**config.mk**
```make
export PLATFORM = sky130hd
export DESIGN_NAME = bcd_seq_converter_flat
export DESIGN_NICKNAME = d
export VERILOG_FILES = /design/src/rtl/bcd_seq_converter_if.sv /design/src/rtl/bcd_seq_converter.sv /design/src/flat_wrapper.sv
export SDC_FILE = /design/constraint.sdc
export NUM_CORES = 1
export LEC_CHECK = 0
export CORE_UTILIZATION = 58
export CTS_CLUSTER_DIAMETER = 50
export DETAILED_ROUTE_END_ITERATION = 8
export PLACE_DENSITY = 0.92
export SLEW_MARGIN = 10
export SYNTH_ARGS = -nofsm -noshare
export SYNTH_HDL_FRONTEND = slang
export SYNTH_SLANG_ARGS = --single-unit
```
**constraint.sdc**
```tcl
create_clock -name clk -period 4.6 [get_ports clk]
set_clock_uncertainty 0.15 [all_clocks]
set_input_delay 0.69 -clock clk [delete_from_list [all_inputs] [get_ports clk]]
set_output_delay 0.69 -clock clk [all_outputs]
set_load 0.01 [all_outputs]
```
**src/rtl/bcd_seq_converter_if.sv**
```systemverilog
// Handshake/result bundle between the CPU result bus and the BCD converter.
// The master drives start/bin_in; the slave returns status and the packed BCD result.
interface bcd_seq_converter_if #(
  parameter int BINARY_WIDTH = 32,
  parameter int BCD_DIGITS   = 8
);
  logic                    start;
  logic [BINARY_WIDTH-1:0] bin_in;
  logic                    busy;
  logic                    done;
  logic [4*BCD_DIGITS-1:0] bcd_out;
  logic                    ovf;

  modport master (
    output start, bin_in,
    input  busy, done, bcd_out, ovf
  );

  modport slave (
    input  start, bin_in,
    output busy, done, bcd_out, ovf
  );
endinterface

```
**src/rtl/bcd_seq_converter.sv**
```systemverilog
// Sequential shift-add-3 binary-to-BCD converter, one bit per clock, with a
// saturating overflow flag and a result register held stable between conversions.
module bcd_seq_converter #(
  parameter int BINARY_WIDTH = 32,
  parameter int BCD_DIGITS   = 8,
  parameter int INT_DIGITS   = 10
) (
  input  logic               clk,
  input  logic               reset,
  bcd_seq_converter_if.slave bus
);
  localparam int ACC_W = 4 * INT_DIGITS;
  localparam int OUT_W = 4 * BCD_DIGITS;
  localparam int CNT_W = $clog2(BINARY_WIDTH + 1);

  typedef enum logic [1:0] {
    IDLE   = 2'd0,
    SHIFT  = 2'd1,
    FINISH = 2'd2
  } state_t;

  state_t                  state, state_nx;
  logic [BINARY_WIDTH-1:0] shreg, shreg_nx;
  logic [ACC_W-1:0]        acc, acc_nx, acc_adj;
  logic [CNT_W-1:0]        cnt, cnt_nx;
  logic                    busy, busy_nx;
  logic                    done, done_nx;
  logic [OUT_W-1:0]        bcd, bcd_nx;
  logic                    ovf, ovf_nx;

  // Every digit >= 5 gets +3 so the following left shift carries correctly into the next digit.
  function automatic logic [ACC_W-1:0] add3_all(input logic [ACC_W-1:0] a);
    logic [ACC_W-1:0] r;
    r = a;
    for (int i = 0; i < INT_DIGITS; i++) begin
      if (a[4*i +: 4] >= 4'd5) begin
        r[4*i +: 4] = a[4*i +: 4] + 4'd3;
      end else begin
        r[4*i +: 4] = a[4*i +: 4];
      end
    end
    return r;
  endfunction

  // Next-state and datapath update logic.
  always_comb begin
    state_nx = state;
    shreg_nx = shreg;
    acc_nx   = acc;
    cnt_nx   = cnt;
    busy_nx  = busy;
    done_nx  = 1'b0;
    bcd_nx   = bcd;
    ovf_nx   = ovf;
    acc_adj  = add3_all(acc);
    case (state)
      IDLE: begin
        if (bus.start) begin
          shreg_nx = bus.bin_in;
          acc_nx   = {ACC_W{1'b0}};
          cnt_nx   = {CNT_W{1'b0}};
          busy_nx  = 1'b1;
          state_nx = SHIFT;
        end else begin
          busy_nx  = 1'b0;
          state_nx = IDLE;
        end
      end
      SHIFT: begin
        acc_nx   = {acc_adj[ACC_W-2:0], shreg[BINARY_WIDTH-1]};
        shreg_nx = {shreg[BINARY_WIDTH-2:0], 1'b0};
        cnt_nx   = cnt + CNT_W'(1);
        if (cnt == CNT_W'(BINARY_WIDTH - 1)) begin
          state_nx = FINISH;
        end else begin
          state_nx = SHIFT;
        end
      end
      FINISH: begin
        // Any nonzero digit beyond the displayed ones saturates the display to all-9.
        if (acc[ACC_W-1:OUT_W] != {(ACC_W-OUT_W){1'b0}}) begin
          ovf_nx = 1'b1;
          bcd_nx = {BCD_DIGITS{4'h9}};
        end else begin
          ovf_nx = 1'b0;
          bcd_nx = acc[OUT_W-1:0];
        end
        done_nx  = 1'b1;
        busy_nx  = 1'b0;
        state_nx = IDLE;
      end
      default: begin
        busy_nx  = 1'b0;
        state_nx = IDLE;
      end
    endcase
  end

  // State, datapath and registered outputs with synchronous reset.
  always_ff @(posedge clk) begin
    if (reset) begin
      state <= IDLE;
      shreg <= {BINARY_WIDTH{1'b0}};
      acc   <= {ACC_W{1'b0}};
      cnt   <= {CNT_W{1'b0}};
      busy  <= 1'b0;
      done  <= 1'b0;
      bcd   <= {OUT_W{1'b0}};
      ovf   <= 1'b0;
    end else begin
      state <= state_nx;
      shreg <= shreg_nx;
      acc   <= acc_nx;
      cnt   <= cnt_nx;
      busy  <= busy_nx;
      done  <= done_nx;
      bcd   <= bcd_nx;
      ovf   <= ovf_nx;
    end
  end

  assign bus.busy    = busy;
  assign bus.done    = done;
  assign bus.bcd_out = bcd;
  assign bus.ovf     = ovf;
endmodule

```
**src/flat_wrapper.sv**
```systemverilog
// flat-port wrapper written by rule: the top's interface ports become plain ports
module bcd_seq_converter_flat 
#(
  parameter int BINARY_WIDTH = 32,
  parameter int BCD_DIGITS   = 8,
  parameter int INT_DIGITS   = 10
)
  (clk, reset, bus_start, bus_bin_in, bus_busy, bus_done, bus_bcd_out, bus_ovf);
  bcd_seq_converter_if #(.BINARY_WIDTH(BINARY_WIDTH), .BCD_DIGITS(BCD_DIGITS)) bus_i ();
  input  logic clk;
  input  logic reset;
  input wire logic [$bits(bus_i.start)-1:0] bus_start;
  input wire logic [$bits(bus_i.bin_in)-1:0] bus_bin_in;
  output wire logic [$bits(bus_i.busy)-1:0] bus_busy;
  output wire logic [$bits(bus_i.done)-1:0] bus_done;
  output wire logic [$bits(bus_i.bcd_out)-1:0] bus_bcd_out;
  output wire logic [$bits(bus_i.ovf)-1:0] bus_ovf;
  assign bus_i.start = bus_start;
  assign bus_i.bin_in = bus_bin_in;
  assign bus_busy = bus_i.busy;
  assign bus_done = bus_i.done;
  assign bus_bcd_out = bus_i.bcd_out;
  assign bus_ovf = bus_i.ovf;
  bcd_seq_converter #(.BINARY_WIDTH(BINARY_WIDTH), .BCD_DIGITS(BCD_DIGITS), .INT_DIGITS(INT_DIGITS)) u_core (.clk(clk), .reset(reset), .bus(bus_i));
endmodule
```
# Word level (Yosys, flattened, before mapping)
# Index checks and enable logic that the tools add are counted.
# op_classes
n_eq_ne	4
add_sub_neg	11
n_reduce_logical	4
magnitude_cmp	10
muxes	24
# ops
op	n
$pmux 40 s2	1
$mux 32	2
$pmux 32 s2	1
$ge 4x3->1 const B	10
$mux 40	1
$add 4x2->4 const B	9
$mux 4	9
$pmux 6 s2	1
$reduce_bool 8->1	1
$add 6x1->6 const B	1
$eq 6x5->1 const B	1
$mux 6	1
$mux 1	4
$pmux 2 s2	1
$add 3x2->3 const B	1
$mux 3	1
$eq 2x1->1 const B	1
$eq 2x2->1 const B	1
$logic_not 2->1	1
$mux 2	1
$ne 2x2->1 const B	1
$pmux 1 s2	1
$reduce_and 2->1	1
$reduce_bool 2->1	1
# word_totals
input_bits	35
output_inout_bits	35
elab_cells	61
register_bits	115

# Depth between registers and ports, before layout
# depth
ltp_word	3
ltp_mapped	7
mapped_depth_nobuf	6

# Least setup slack after synthesis
# Ideal clock, no wire load.
# synth_path
path_kind	input-to-reg
start	input port reset
end	register u_core.bcd[19] (netlist: u_core.bus.bcd_out[19])
required_ns	4.318
path_buffers	3
arrival_ns	1.541
setup_ns	0.132
path_stages	4
setup_slack_ns	2.777
cell_sequence	clkbuf_1 clkbuf_1 clkbuf_1 nor3_1
# synth_rtl
item	line_no	source
start, declared	flat_wrapper.sv:11	input logic reset;
end signal, assigned	bcd_seq_converter.sv:108	bcd <= {OUT_W{1'b0}};
end signal, assigned	bcd_seq_converter.sv:117	bcd <= bcd_nx;
end, declared	bcd_seq_converter.sv:28	logic [OUT_W-1:0] bcd, bcd_nx;
# No word-level cell between the ends.

# Worst setup path after layout
# layout_path
start	register u_core.state[0]
end	register u_core.shreg[14]
# layout_between
elab_chain_cells	3
elab_cells_between_ends	6
cone_classes	2 x eq/ne; 1 x mux; 3 x reduce/logical
# layout_lines
item	line_no	source
start, declared	bcd_seq_converter.sv:22	state_t state, state_nx;
start signal, assigned	bcd_seq_converter.sv:111	state <= state_nx;
$eq 2x1->1 / $logic_not 2->1 (equally long branches)	bcd_seq_converter.sv:56	case (state)
$reduce_bool 2->1 (no source line) / $ne 2x2->1 (equally long branches)	n/a	
$reduce_and 2->1 (no source line)	n/a	
end signal, assigned	bcd_seq_converter.sv:103	shreg <= {BINARY_WIDTH{1'b0}};
end signal, assigned	bcd_seq_converter.sv:112	shreg <= shreg_nx;
end, declared	bcd_seq_converter.sv:23	logic [BINARY_WIDTH-1:0] shreg, shreg_nx;
# Parallel ways exist; a longest one is shown, timed or not.
# A chain may end at the register's enable or synchronous reset.

==> flow_summary.yaml <==
power_and_ir_drop:
  switching_power_mw: 0.591
  powerDensity_nw_per_um2: 407
  seqPwrFrac_pct: 42.0
  p_leak_nw: 2.30
  ir_drop_v: 0.000237
  p_int_mw: 1.91
  p_comb_share_pct: 6.7
  pwr-share-clk_pct: 51.3
  swShare_pct: 23.6
timing:
  period_minus_slack_ns: 2.77
  final_max_slew_viol_count: 0
  fmax_ghz: 0.361
  setup_tns_ns: 0
  hold_viol: 0
  min_period_over_period_pct: 60.2
  relSlewSlack_pct: 23.4
  rsz0062_at_grt: "no"
  tightest_slew_ns: 1.15
  setup_viol: 0
  hold_slack_ns: 0.290
clocking:
  hold_buffers: 0
  clock_latency_ns: 0.51
  cts_root_buf: "clkbuf_8"
  postCtsSetupRepairBufs: 0
  cts_tree: "yes"
  clk_path_buf_depth: 2
  cts_sinks: 115
  cts_buffers: 17
  htree_levels: 4
  cts-resized-gates: 0
  clk_pin_slew_ns: 0.06
synth:
  synth_edf_count: 0
  synthTopCellsByArea: "dfxtp_1 (47%), ha_1 (5.9%), o22ai_1 (4.3%), nor2_1 (3.8%), a211oi_1 (3.7%)"
  netlist_area_um2: 4900
  ys_async_sr_fraction_pct: 0
  synth_common_cells: "dfxtp_1 (115), nor2_1 (50), nand2_1 (37), o22ai_1 (34), a21oi_1 (29)"
  ys_warn_count: 0
  ys_ff_latch: 115
  synth_top_cell_by_area: "dfxtp_1"
  synth_top_area_share_pct: 47.0
  synth.most_common_cell: "dfxtp_1"
  syn-instance-count: 532
  synth_cell_types: 42
  postSynthAreaPerCell_um2: 9.21
  syn_nets: 590
  ys_seq_area_share_pct: 47.0
  ys.flop_type: "dfxtp_1"
layout:
  area_delta_synth_final_pct: 25.8
  stdcell_area_um2: 6160
  final_cell_count_no_fill: 705
  num_antenna_cells: 0
  nNetsFinal: 645
  drive_above_1_share_pct: 7.50
worst_setup_path:
  critPathTopFamily: "simple AND/OR/NAND/NOR gates"
  max_stage_delay_ns: 0.88
  slowest_stage: "nand2_1"
  crit_required_ns: 4.85
  arrival_ns: 3.02
  critical_path.max_fanout: 25
  cp.buffers_inverters: 1
  path_class: "flop to flop"
  crit_chain: "clkinv_1 > nand2_1 > o22ai_1 > a211oi_1"
  worst_setup_path_end_kind: "flop"
  cp-start-kind: "flop"
routing:
  drc: 0
  drtAntennaViolNets: 0
  via_count: 4554
  viasPerCell: 6.46
  wl_per_cell_um: 19.4
  drt-initial-drc-count: 453
  drt_wl_total_um: 13600
  first_pass_iters: 7
grt:
  grt_usage_pct: 31.5
  grt-ovfl-total: 0
  grt_pass1_vias: 4394
  antenna_found_initial: 0
  grt_max_degree: 45
  grt_pass1_wl_um: 21200
floorplan:
  coreArea_um2: 8180
  dieWidth_um: 93.9
  ioPinCount: 70
  initial_utilization_pct: 59.9
  die_area_um2: 8820
  rows: 33
  die_y_um: 93.9
place:
  place_inst: 673
  port_buffers: 69
  dpl_cell_area_um2: 5570
  place.gp.congestion: 0.820
  dp_hpwl_um: 8010
status:
  status: "finished clean"
run:
  drv_cap: 0
worst_hold_path:
  hold_path_class: "flop to flop"
[stage by stage]
stage / total power [mW] / setup WS, ns / util [%]
6_report: 2.50 / 1.83 / 75.4
5_1_grt: 2.57 / 1.73 / 75.4
4_1_cts: 2.50 / 1.91 / 75.4
3_5_place_dp: 1.23 / 1.60 / 68.2
3_3_place_gp: 1.22 / 1.68 / 68.2
2_1_floorplan: 1.17 / 2.78 / -
[sequential cells by signal (all words and copies together), names as in the netlist]
register,count
u_core.bus.ovf,1
u_core.cnt,6
u_core.shreg,32
u_core.bus.busy,1
u_core.state,2
u_core.acc,40
u_core.bus.bcd_out,32
u_core.bus.done,1
[per-layer routing]
| layer | global-route usage [%] | vias up | routed length, um |
|---|---|---|---|
| met2 | 51.9 | 240 | 6710 |
| met1 | 36.5 | 2198 | 5450 |
| met3 | 8.25 | 60 | 899 |
| li1 | - | 2056 | - |
| met4 | 18.6 | 0 | 583 |
| met5 | 0 | - | 0 |
[power groups by stage]
stage          clock [mW]  sequential, mW  combinational [mW]
2_1_floorplan           0            1.07               0.107
3_3_place_gp            0            1.07               0.156
3_5_place_dp            0            1.07               0.161
4_1_cts              1.28            1.05               0.165
5_1_grt              1.33            1.06               0.182
6_report             1.28            1.05               0.168
[cell usage in the layout, fill, tap and decap left out, types with 16 or more instances in the layout]
cell type          n
dfxtp_1          115
clkdlybuf4s50_1   68
nor2_1            48
nand2_1           37
o22ai_1           34
a21oi_1           29
a211oi_1          24
ha_1              23
inv_1             21
nand3_1           19
nor3_1            16
clkbuf_16         16
[worst reg2reg max path, stage by stage (launching register included)]
cell	delay, ns
dfxtp_1	0.44
clkinv_1	0.61
nand2_1	0.88
o22ai_1	0.22
a211oi_1	0.35
[area by class of cell]
class                   count  area [um2]
clock inverters            12         131
flip-flops and latches    115        2300
fillers                   488        2010
multi-input cells         358        2340
clock buffers              20         455
repair buffers             73         716
inverters                  22        82.6
well taps                 105         131
[final timing paths]
kind         slack [ns]  cells after the start        startpoint                to
max                1.83                      4   u_core.state[0]  u_core.shreg[14]
min                0.29                      2  u_core.shreg[19]  u_core.shreg[20]
max reg2reg        1.83                      4   u_core.state[0]  u_core.shreg[14]
min reg2reg        0.29                      2  u_core.shreg[19]  u_core.shreg[20]
[cell families after synthesis]
kind of cell / count (synthesis) / share of synthesized area, %
buffers and inverters: 59 / 5.26
muxes: 11 / 2.27
xor gates and xnor gates: 19 / 3.40
adders and majority gates: 23 / 5.88
DFF: 115 / 47.0
and+or+nand+nor: 146 / 13.4
AOI/OAI and AO/OA: 159 / 22.7
No activity file was read; power rests on OpenSTA's default activity.
